[src/rtl/vga_text_render.sv]
// vga_text_render
//   Character-cell text renderer. Converts pixel coordinates from the VGA
//   timing generator into RGB444 pixels through a fixed 3-register pipeline:
//     T   : cell_addr registered from x_pos/y_pos
//     T+1 : font_addr registered from {char, glyph_row}
//     T+2 : glyph bit + attribute -> palette colour, registered to vga_r/g/b
//   Outputs therefore appear exactly 3 cycles after the inputs that produced
//   them. Syncs travel through the same depth so they stay aligned.
//
//   Cell entries are {attr[7:0], char[7:0]}:
//     attr[3:0] foreground (16 colours), attr[6:4] background (8 colours),
//     attr[7] blink (foreground hidden while blink_phase = 1).
//
//   Optional build macro VGA_TEXT_CURSOR_EN adds an underline cursor that
//   swaps fg/bg on the bottom two glyph rows of one cell, blinking with
//   blink_phase.
//
// Ports
//   clk, reset            pixel clock, asynchronous active-high reset
//   disp, x_pos, y_pos    visible-area flag and pixel coordinates
//   hsync_in, vsync_in    syncs from the timing generator
//   frame_start           one-cycle pulse per frame (drives blink timing)
//   cell_addr, cell_data  text-buffer read port (data valid 1 cycle later)
//   font_addr, font_data  font memory read port (data valid 1 cycle later)
//   vga_r, vga_g, vga_b   registered RGB444 colour
//   hsync_out, vsync_out  syncs delayed by 3 cycles
//   cursor_en, cursor_col, cursor_row   (VGA_TEXT_CURSOR_EN only)

module vga_text_render #(
  parameter int H_DISP       = 1280,
  parameter int V_DISP       = 1024,
  parameter int X_WIDTH      = 11,
  parameter int Y_WIDTH      = 11,
  parameter int ADDR_WIDTH   = 16,
  parameter int GLYPH_W      = 8,
  parameter int GLYPH_H      = 16,
  parameter int BLINK_FRAMES = 30
) (
  input  logic                            clk,
  input  logic                            reset,
  input  logic                            disp,
  input  logic [X_WIDTH-1:0]              x_pos,
  input  logic [Y_WIDTH-1:0]              y_pos,
  input  logic                            hsync_in,
  input  logic                            vsync_in,
  input  logic                            frame_start,
`ifdef VGA_TEXT_CURSOR_EN
  input  logic                            cursor_en,
  input  logic [X_WIDTH-1:0]              cursor_col,
  input  logic [Y_WIDTH-1:0]              cursor_row,
`endif
  output logic [ADDR_WIDTH-1:0]           cell_addr,
  input  logic [15:0]                     cell_data,
  output logic [8+$clog2(GLYPH_H)-1:0]    font_addr,
  input  logic [GLYPH_W-1:0]              font_data,
  output logic [3:0]                      vga_r,
  output logic [3:0]                      vga_g,
  output logic [3:0]                      vga_b,
  output logic                            hsync_out,
  output logic                            vsync_out
);

  localparam int GW_BITS = $clog2(GLYPH_W);
  localparam int GH_BITS = $clog2(GLYPH_H);
  localparam int COLS    = H_DISP / GLYPH_W;
  localparam int BW      = $clog2(BLINK_FRAMES + 1);

  // Palette: i[2:0] selects r/g/b components, i[3] is intensity.
  function automatic logic [11:0] palette(input logic [3:0] i);
    logic [3:0] on_lvl;
    logic [3:0] off_lvl;
    on_lvl  = i[3] ? 4'hF : 4'hA;
    off_lvl = i[3] ? 4'h5 : 4'h0;
    return {i[2] ? on_lvl : off_lvl,
            i[1] ? on_lvl : off_lvl,
            i[0] ? on_lvl : off_lvl};
  endfunction

  // Stage-1 shadows (valid while cell_data is being returned)
  logic               s1_disp, s1_hs, s1_vs;
  logic [GW_BITS-1:0] s1_xbit;
  logic [GH_BITS-1:0] s1_grow;
  // Stage-2 shadows (valid while font_data is being returned)
  logic               s2_disp, s2_hs, s2_vs;
  logic [GW_BITS-1:0] s2_xbit;
  logic [7:0]         s2_attr;

  logic [BW-1:0]      blink_cnt;
  logic               blink_phase;

  logic [ADDR_WIDTH-1:0] addr_next;
  logic [11:0]           rgb_next;

  // Arithmetic at ADDR_WIDTH bits gives the modulo-2^ADDR_WIDTH wrap directly.
  always_comb begin
    addr_next = ADDR_WIDTH'(y_pos >> GH_BITS) * ADDR_WIDTH'(COLS)
              + ADDR_WIDTH'(x_pos >> GW_BITS);
  end

`ifdef VGA_TEXT_CURSOR_EN
  logic [X_WIDTH-GW_BITS-1:0] s1_col, s2_col;
  logic [Y_WIDTH-GH_BITS-1:0] s1_row, s2_row;
  logic [GH_BITS-1:0]         s2_grow;

  always_ff @(posedge clk or posedge reset) begin
    if (reset) begin
      s1_col  <= '0;
      s1_row  <= '0;
      s2_col  <= '0;
      s2_row  <= '0;
      s2_grow <= '0;
    end else begin
      s1_col  <= x_pos[X_WIDTH-1:GW_BITS];
      s1_row  <= y_pos[Y_WIDTH-1:GH_BITS];
      s2_col  <= s1_col;
      s2_row  <= s1_row;
      s2_grow <= s1_grow;
    end
  end
`endif

  // NOTE: every pipeline stage uses non-blocking assignments so each register
  // samples the previous stage's value from before the edge; blocking here
  // would collapse the stages and break the 3-cycle alignment.
  always_ff @(posedge clk or posedge reset) begin
    if (reset) begin
      cell_addr <= '0;
      s1_disp   <= 1'b0;
      s1_hs     <= 1'b0;
      s1_vs     <= 1'b0;
      s1_xbit   <= '0;
      s1_grow   <= '0;
      font_addr <= '0;
      s2_disp   <= 1'b0;
      s2_hs     <= 1'b0;
      s2_vs     <= 1'b0;
      s2_xbit   <= '0;
      s2_attr   <= '0;
      vga_r     <= '0;
      vga_g     <= '0;
      vga_b     <= '0;
      hsync_out <= 1'b0;
      vsync_out <= 1'b0;
    end else begin
      // Stage 0
      cell_addr <= addr_next;
      s1_disp   <= disp;
      s1_hs     <= hsync_in;
      s1_vs     <= vsync_in;
      s1_xbit   <= x_pos[GW_BITS-1:0];
      s1_grow   <= y_pos[GH_BITS-1:0];
      // Stage 1
      font_addr <= {cell_data[7:0], s1_grow};
      s2_disp   <= s1_disp;
      s2_hs     <= s1_hs;
      s2_vs     <= s1_vs;
      s2_xbit   <= s1_xbit;
      s2_attr   <= cell_data[15:8];
      // Stage 2 / output
      {vga_r, vga_g, vga_b} <= s2_disp ? rgb_next : 12'h000;
      hsync_out <= s2_hs;
      vsync_out <= s2_vs;
    end
  end

  // Colour selection for the pixel currently leaving stage 2.
  always_comb begin
    logic [3:0]         fg_idx;
    logic [3:0]         bg_idx;
    logic [3:0]         tmp_idx;
    logic [GW_BITS-1:0] bit_idx;
    logic               lit;
    // NOTE: every variable gets a default before any conditional assignment,
    // so no path leaves a value unassigned and no latch is inferred.
    fg_idx  = s2_attr[3:0];
    bg_idx  = {1'b0, s2_attr[6:4]};
    tmp_idx = 4'h0;
    bit_idx = GW_BITS'(GLYPH_W - 1) - s2_xbit;
    lit     = font_data[bit_idx] && !(s2_attr[7] && blink_phase);
`ifdef VGA_TEXT_CURSOR_EN
    if (cursor_en && !blink_phase &&
        (X_WIDTH'(s2_col) == cursor_col) && (Y_WIDTH'(s2_row) == cursor_row) &&
        (s2_grow >= GH_BITS'(GLYPH_H - 2))) begin
      tmp_idx = fg_idx;
      fg_idx  = bg_idx;
      bg_idx  = tmp_idx;
    end
`endif
    rgb_next = palette(lit ? fg_idx : bg_idx);
  end

  // Blink timebase: blink_phase toggles every BLINK_FRAMES frame_start pulses.
  always_ff @(posedge clk or posedge reset) begin
    if (reset) begin
      blink_cnt   <= '0;
      blink_phase <= 1'b0;
    end else if (frame_start) begin
      if (blink_cnt == BW'(BLINK_FRAMES - 1)) begin
        blink_cnt   <= '0;
        blink_phase <= ~blink_phase;
      end else begin
        blink_cnt <= blink_cnt + 1'b1;
      end
    end
  end

endmodule

[config.mk]
export PLATFORM = sky130hd
export DESIGN_NAME = vga_text_render
export DESIGN_NICKNAME = d
export VERILOG_FILES = /design/src/rtl/vga_text_render.sv
export SDC_FILE = /design/constraint.sdc
export NUM_CORES = 1
export LEC_CHECK = 0
export ABC_AREA = 1
export CAP_MARGIN = 30
export CORE_UTILIZATION = 35
export DETAILED_ROUTE_END_ITERATION = 12
export PLACE_DENSITY = 0.66
export SYNTH_ARGS = -nofsm -noshare
export SYNTH_HDL_FRONTEND = slang
export SYNTH_SLANG_ARGS = --single-unit
[constraint.sdc]
create_clock -name clk -period 2.35 [get_ports clk]
set_clock_uncertainty 0.1 [all_clocks]
set_input_delay 0.47 -clock clk [delete_from_list [all_inputs] [get_ports clk]]
set_output_delay 0.47 -clock clk [all_outputs]
set_load 0.1 [all_outputs]
Word level (Yosys, flattened, before mapping)
Cells that the tools add are included.
{"block": "word_totals", "output_inout_bits": 42, "wordCells": 40, "register_bits": 72}
{"block": "classes", "add_sub_neg": 3, "reduce_logical": 4, "order_cmp": 1, "eq_ne": 1, "bitwise_logic": 1, "n_mux": 10, "n_mul": 1}
{"cell": "adder 15 x 8 -> 16 bit", "count": 1}
{"cell": "2-to-1 mux 4 bit", "count": 4}
{"cell": "2-to-1 mux 12 bit", "count": 1}
{"cell": "multiplier 7 x 3 -> 10 bit, second input constant", "count": 1}
{"cell": "2-to-1 mux 3 bit", "count": 2}
{"cell": "adder 5 x 1 -> 5 bit, second input constant", "count": 1}
{"cell": "== test 5 bit, second input constant", "count": 1}
{"cell": "2-to-1 mux 5 bit", "count": 1}
{"cell": "< comparator 3 x 4 -> 1 bit, second input constant", "count": 1}
{"cell": "binary-select mux 1 bit (select 3 bit)", "count": 1}
{"cell": "subtractor 3 bit, first input constant", "count": 1}
{"cell": "logical AND 1 bit", "count": 2}
{"cell": "AND reduction 2 bit", "count": 1}
{"cell": "logical NOT 1 bit", "count": 1}
{"cell": "2-to-1 mux 1 bit", "count": 1}
{"cell": "inverter 1 bit", "count": 1}

Longest topological paths before layout
Gate-level depths: netlist of run 1.
{"block": "logic_depth", "word_depth": 8, "mapped_depth": 11, "ltp_nobuf": 11}

Worst setup path after synthesis of run 1
OpenSTA, ideal clock, no wires.
{"block": "synth_path", "path_kind": "input-to-reg", "startpoint": "in y_pos[5]", "endpoint": "reg cell_addr[13]", "path_slack_ns": 0.139, "arrival_time_ns": 1.995, "n_path_buf": 0, "cell_stages": 8, "required_ns": 2.134, "cell_sequence": "ha_1 ha_1 fa_1 nand2_1 nor3_4 nand3_1 nand2_1 nand2_1"}
{"block": "synth_via", "elab_chain_cells": 2}
{"element": "from (decl)", "line": "43", "rtl": "input logic [Y_WIDTH-1:0] y_pos,"}
{"element": "multiplier 7 x 3 -> 10 bit", "line": "96", "rtl": "addr_next = ADDR_WIDTH'(y_pos >> GH_BITS) * ADDR_WIDTH'(COLS)"}
{"element": "adder 15 x 8 -> 16 bit", "line": "97", "rtl": "+ ADDR_WIDTH'(x_pos >> GW_BITS);"}
{"element": "via addr_next[13]", "line": "91", "rtl": "logic [ADDR_WIDTH-1:0] addr_next;"}
{"element": "to (signal assigned)", "line": "146", "rtl": "cell_addr <= addr_next;"}
{"element": "to (decl)", "line": "52", "rtl": "output logic [ADDR_WIDTH-1:0] cell_addr,"}
The timed path passes the listed nets, and every way through them passes these cells.
A chain may end at the register's enable or synchronous reset.

Final worst setup path of run 1
{"block": "layout_path", "startpoint": "in y_pos[8]", "endpoint": "reg cell_addr[14]"}
The elaborated chain is that of the path after synthesis.

==> results of run 1 <==
through the flow:
stage	instances	setup TNS (ps)	cell area (sq um)	setup slack (ps)	utilization, %
3_3_place_gp	428	-1670	3560	-382	51.6
4_1_cts	445	0	3750	2.43	54.3
6_report	447	0	3820	118	55.3
2_1_floorplan	231	0	2540	139	-
3_5_place_dp	428	-1870	3560	-432	51.6
5_1_grt	447	0	3820	8.11	55.3
worst max-delay path, cell delays in order:
cell	delay, ps
clkdlybuf4s50_1	470
buf_4	160
ha_1	320
ha_4	270
a21oi_2	190
nand3_1	120
nand2_2	120
nand2_1	60
nor2_2	100
nand2_1	60
nand2_1	50
power by group through the flow:
stage          clock network (mW)  logic [mW]  registers, mW
2_1_floorplan                   0       0.389           1.78
3_3_place_gp                    0        1.14           1.32
3_5_place_dp                    0        1.15           1.33
4_1_cts                     0.835        1.16           1.31
5_1_grt                     0.875        1.25           1.32
6_report                    0.798        1.17           1.31
layer usage:
| metal | global-route usage [%] | wire, um | share of wire (%) | vias up |
|---|---|---|---|---|
| li1 | - | - | - | 942 |
| met1 | 14.1 | 1910 | 39 | 850 |
| met2 | 23.8 | 2480 | 50 | 72 |
| met3 | 5.97 | 468 | 9.5 | 6 |
| met4 | 6.26 | 67 | 1.4 | 0 |
| met5 | 0 | 0 | 0 | - |
layout make-up:
class	instances	area, sq um	share of cell area, %
well taps	96	120	3.15
clock buffers	9	124	3.25
clock inverters	7	47.5	1.25
multi-input cells	127	812	21.3
inverters	32	120	3.15
flip-flops and latches	64	1600	42.0
repair buffers	112	991	26.0
cells by family (layout without fill, tap and decap cells):
group | count (synthesis) | in the layout
simple gates | 86 | 86
flops | 64 | 64
buf+inv | 40 | 160
fa+ha+maj | 17 | 17
compound gates | 15 | 15
xor+xnor | 8 | 8
other cells | 1 | 1
worst min-delay path by stage:
stage                    start           end  slack (ps)
finish              s1_xbit[2]    s2_xbit[2]         250
detailed placement  s1_xbit[1]    s2_xbit[1]         230
floorplan           s1_grow[0]  font_addr[0]         230
global placement         s1_hs         s2_hs         230
global route        s1_grow[0]  font_addr[0]         250
CTS                 s1_xbit[1]    s2_xbit[1]         250
state kept, by name, summed over array words and instances (netlist names), 2 cells and up:
| name | flops |
|---|---|
| cell_addr | 16 |
| s1_xbit | 3 |
| blink_cnt | 5 |
| s1_grow | 4 |
| font_addr | 12 |
| vga_b | 2 |
| s2_attr | 8 |
| s2_xbit | 3 |
repair_timing:
item | CTS | global route
resized for setup | 1 | 12
setup buffers | 1 | 2
pin swaps | 1 | 7
setup endpoints to repair | 3 | 4
cells in the final DEF, fill, tap and decap left out, drive strengths merged, types with 5 or more instances in the layout:
| master | count |
|---|---|
| a21oi | 11 |
| inv | 33 |
| ha | 15 |
| xor2 | 5 |
| nand3 | 20 |
| clkbuf | 9 |
| clkdlybuf4s50 | 47 |
| buf | 61 |
| nor2 | 14 |
| dfrtp | 64 |
| nand2 | 49 |
==> results by group, run 1 <==
Route
  • DR vias/cell: 4.18
  • Drt wl/cell: 11.0 um
  • DRC: 0
  • DRT Pass-1 Iters: 4
  • DRT iter0 DRCs: 29
  • Post-Route WL: 4.93 mm
  • Via count: 1870
  • Post-route ant nets: 0

Setup path
  • Reg2reg setup slack: 940 ps
  • End point of the critical path: cell_addr[14]
  • Req. time, crit path: 2520 ps
  • Endpoint class of the critical path: flop
  • Highest fanout seen on the critical path: 4
  • CP Launch Type: input port
  • Critical Path Start: y_pos[8]
  • R2R Path End: blink_cnt[4]
  • Kind of critical path: in2reg
  • Reg-to-Reg Start: blink_cnt[1]
  • Critical path data arrival time: 2400 ps
  • Reg2reg path depth: 7

Clock network
  • Cts bufs inserted: 9
  • H-tree depth: 3
  • CTS Sinks: 64
  • CTS root buffer: clkbuf_8
  • Hold buffer count at CTS: 0
  • CTS clk-pin slew, worst paths: 70 ps
  • Clock Path Buffers: 2
  • Worst skew pair latency: 330 ps
  • CTS tree: built

Global route
  • Total GRT Usage: 13.6%
  • Largest net degree at the start of global routing: 34
  • GRT Residual Overflow: 0
  • Vias in the first global route: 1811
  • First-pass GRT wire length: 7.71 mm
  • Initial antenna violation count: 0

Placed design
  • Port-buffer cells: 93
  • Dpl hpwl: 3.72 mm
  • Final Wtd Congestion: 0.730

Timing
  • Max-slew violation count: 0
  • Final Cycle Share: 95.0%
  • Slew @ Worst Pin: 507 ps
  • Worst hold slack: 250 ps
  • Final hold vios: 0
  • RSZ-0062 raised after global routing: no
  • Endpoints failing setup: 0
  • Highest clock rate: 0.448 GHz
  • Slew headroom: 66.1%
  • Post-layout min period: 2230 ps

Power and ir drop
  • Final Power: 3.28 mW
  • Switch share: 40.4%
  • Power Dens Cells: 859 nW/um^2
  • Seq pwr share: 39.9%
  • Psw: 1.32 mW
  • Combinational power share: 35.8%
  • Worst VDD drop: 0.284 mV
  • Leakage: 1.95 nW
  • Pint: 1.95 mW
  • Clk pwr share: 24.3%

Flow run
  • Max-cap viol count: 0

Die
  • Core box area: 6910 sq um
  • Num ports: 94
  • DIE WIDTH: 87.2 um
  • Die area: 7610 sq um
  • Std cell rows: 30
  • Initial core utilization: 36.8%
  • Die Y: 87.2 um

Yosys
  • Largest area contributor in the netlist: dfrtp_1
  • Synthesized flop and latch total: 64
  • Post-Syn Area: 2540 sq um
  • Synth top cells by count: 64 x dfrtp_1, 47 x nand2_1, 30 x inv_1
  • Mux contribution to synthesized area: 0%
  • Syn Area/Cell: 11.0 sq um
  • Synth Area in Compound Gates: 3.15%
  • Ranking of synthesized cells by area: dfrtp_1 63%, ha_1 7.4%, nand2_1 6.9%, inv_1 4.4%, nand3_1 3.7%
  • Post-Syn Instances: 231
  • Most frequent cell after synthesis: dfrtp_1
  • Synth Area in XOR/XNOR: 2.76%
  • Largest family of logic cells by synthesized area: simple AND/OR/NAND/NOR gates
  • Synthesized-area fraction occupied by adder cells: 8.96%
  • Async set-reset flop share out of synthesis: 100%
  • Syn nets: 300
  • Synth Flop Type: dfrtp_1
  • Post-synth EDFFs: 0
  • Number of distinct library cells after synthesis: 22
  • Yosys top cell area share: 63.0%
  • Synth Area in Simple Gates: 14.9%
  • Synthesis Warnings: 0
  • Sequential-to-total area share from yosys stat: 63.0%

Cells and area
  • Area Growth Syn to Fin: 50.1%
  • # nets final: 415
  • Share of layout cells above drive strength 1: 27.1%
  • Fillers: 623
  • Ant. Diodes: 0

Hold path
  • HP Class: reg2reg
  • Hold Crit Depth: 0

Status
  • Status: finished clean
(Power assumes the default switching activity.)
==> inputs of run 2 (changes only) <==
--- a/config.mk
+++ b/config.mk
@@ -7,9 +7,11 @@
 export LEC_CHECK = 0
 export ABC_AREA = 1
 export CAP_MARGIN = 30
+export CORE_MARGIN = 1
 export CORE_UTILIZATION = 35
 export DETAILED_ROUTE_END_ITERATION = 12
 export PLACE_DENSITY = 0.66
+export REMOVE_ABC_BUFFERS = 1
 export SYNTH_ARGS = -nofsm -noshare
 export SYNTH_HDL_FRONTEND = slang
 export SYNTH_SLANG_ARGS = --single-unit
==> run 2 against run 1 <==
Non-clock buffer count decreased by 3. Flip-flop and latch count did not move. Sequential share of layout area is 0.69 points lower. Clock power up 54%. Utilization increased by 0.92 points. Critical path depth down 4. Routed wire length grew 3.3%. Largest cell class unchanged.
==> results by group, run 2 (synthesis gave the netlist of run 1 again) <==
Route
  • Met2 wire len: 2.54 mm (+2.1%)
  • DRT met1 WL: 1.95 mm (+2.2%)
  • Post-route ant nets: 0 (unchanged)
  • Top Metal Used: met4
  • Drt wl/cell: 11.5 um (+4.0%)
  • Via count: 1908 (+2.0%)
  • DRC: 0 (unchanged)
  • Post-Route WL: 5.09 mm (+3.3%)
  • DRT Pass-1 Iters: 5 (+1)
  • Metal3 WL: 470 um (+0.43%)
  • DRT iter0 DRCs: 70 (+140%)
  • DR vias/cell: 4.30 (+2.7%)

Timing
  • Endpoints failing setup: 0 (unchanged)
  • Final hold vios: 0 (unchanged)
  • Post-layout min period: 2230 ps (+0.718 ps)
  • Final WS setup: 118 ps (-0.718 ps)
  • Highest clock rate: 0.448 GHz (about the same)
  • Worst hold slack: 248 ps (-1.33 ps)
  • Max-slew violation count: 0 (unchanged)
  • RSZ-0062 raised after global routing: no
  • Final Cycle Share: 95.0% (about the same)

Flow run
  • Max-cap viol count: 0 (unchanged)

Cells and area
  • Share of layout cells above drive strength 1: 26.1% (-0.92 points)
  • Largest Register: cell_addr
  • Fin cells: 444 (-0.67%)
  • Commonest non-fill, non-tap cell in the layout: dfrtp_1
  • Fillers: 610 (-2.1%)
  • Area Growth Syn to Fin: 52.6%
  • Ant. Diodes: 0 (unchanged)
  • Most frequent cells in the layout: 64 x dfrtp_1, 57 x buf_4, 47 x clkdlybuf4s50_1
  • # nets final: 412 (-0.72%)
  • Regs by FF count: cell_addr: 16 flops, font_addr: 12 flops, s2_attr: 8 flops
  • Max reg flops: 16 (unchanged)

Global route
  • First-pass GRT wire length: 8.65 mm (+12%)
  • Total GRT Usage: 15.3% (+1.7 points)
  • Largest net degree at the start of global routing: 65 (+91%)
  • GRT Residual Overflow: 0 (unchanged)
  • Initial antenna violation count: 0 (unchanged)
  • Vias in the first global route: 1950 (+7.7%)

Placed design
  • Port-buffer cells: 93 (unchanged)
  • Final Wtd Congestion: 0.814 (+12%)
  • Placed cells: 427 (-0.23%)
  • DP Worst Slack: -397 ps (+34.5 ps)
  • Dpl hpwl: 3.82 mm (+2.7%)

Clock network
  • H-tree depth: 3 (unchanged)
  • Cts bufs inserted: 9 (unchanged)
  • Worst skew pair latency: 330 ps (about the same)
  • CTS Sinks: 64 (unchanged)
  • CTS tree: built
  • Clock Path Buffers: 2 (unchanged)
  • Hold buffer count at CTS: 0 (unchanged)
  • CTS root buffer: clkbuf_8
  • CTS clk-pin slew, worst paths: 70 ps (about the same)

Setup path
  • Highest fanout seen on the critical path: 3 (-1)
  • Kind of critical path: in2reg
  • Critical path data arrival time: 2380 ps (-20 ps)
  • Reg2reg setup slack: 900 ps (-40 ps)
  • Endpoint class of the critical path: flop
  • Req. time, crit path: 2490 ps (-30 ps)
  • CP Launch Type: input port

Die
  • Num ports: 94 (unchanged)
  • Die Y: 87.2 um (unchanged)
  • Core box area: 6910 sq um (unchanged)
  • Die area: 7610 sq um (unchanged)
  • DIE WIDTH: 87.2 um (unchanged)
  • Initial core utilization: 36.8% (unchanged)
  • Std cell rows: 30 (unchanged)

Hold path
  • HP Class: reg2reg

Power and ir drop
  • Power Dens Cells: 957 nW/um^2 (+11%)
  • Worst VDD drop: 0.357 mV (+26%)
  • Final Power: 3.71 mW (+13%)
  • Leakage: 1.98 nW (+1.5%)

Status
  • Status: finished clean
==> run 2: final timing paths <==
| path | end | cells past startpoint | from |
|---|---|---|---|
| worst min-delay path | font_addr[0] | 0 | s1_grow[0] |
| max in group asynchronous | cell_addr[4] | 3 | reset |
| min in group asynchronous | font_addr[1] | 3 | reset |
| worst max-delay path | cell_addr[11] | 7 | y_pos[8] |
| worst min register to register | font_addr[0] | 0 | s1_grow[0] |
| worst max register to register | blink_cnt[4] | 7 | blink_cnt[1] |
==> run 2: critical path, stage by stage <==
cell and delay, ps:
clkdlybuf4s50_1 530, ha_4 230, fa_2 580, nand2_2 90, nor3_4 220, buf_4 140, xnor2_1 110
==> run 2: power breakdown <==
group / switching [mW] / internal (mW) / total (mW)
sequential: 0.0717 / 1.23 / 1.30
clock: 0.414 / 0.815 / 1.23
combinational: 0.844 / 0.337 / 1.18
==> run 2: metrics by stage <==
step	setup TNS (ps)	area (sq um)	util, %
2_1_floorplan	-12480	2480	-
3_3_place_gp	-1520	3550	51.4
3_5_place_dp	-1740	3550	51.4
4_1_cts	0	3830	55.5
5_1_grt	0	3880	56.2
6_report	0	3880	56.2
==> run 2: area by class of cell <==
type | count | area [sq um] | share of cell area (%)
clock buffers | 9 | 124 | 3.19
well taps | 96 | 120 | 3.10
inverters | 32 | 120 | 3.10
repair buffers | 109 | 968 | 25.0
flip-flops and latches | 64 | 1600 | 41.3
multi-input cells | 127 | 803 | 20.7
clock inverters | 7 | 143 | 3.68
==> run 2: metal layers <==
layer | global-route usage (%) | up-vias
li1 | - | 940
met2 | 25.8 | 66
met5 | 0 | -
met1 | 16.2 | 888
met3 | 6.07 | 14
met4 | 9.39 | 0
==> run 2: timing repair <==
| action | 4_1_cts | 5_1_grt |
|---|---|---|
| pin swaps | 1 | 4 |
| endpoints found under the setup margin | 1 | 5 |
| cloned | 0 | 0 |
| gates resized for setup | 2 | 10 |
| setup buffers | 1 | 0 |
==> inputs of run 3 (changes only) <==
--- a/config.mk
+++ b/config.mk
@@ -6,7 +6,7 @@
 export NUM_CORES = 1
 export LEC_CHECK = 0
 export ABC_AREA = 1
-export CAP_MARGIN = 30
+export CAP_MARGIN = 10
 export CORE_MARGIN = 1
 export CORE_UTILIZATION = 35
 export DETAILED_ROUTE_END_ITERATION = 12
==> results of run 3 <==
Same layout as run 2: the final DEF is identical, and so are final timing and power.
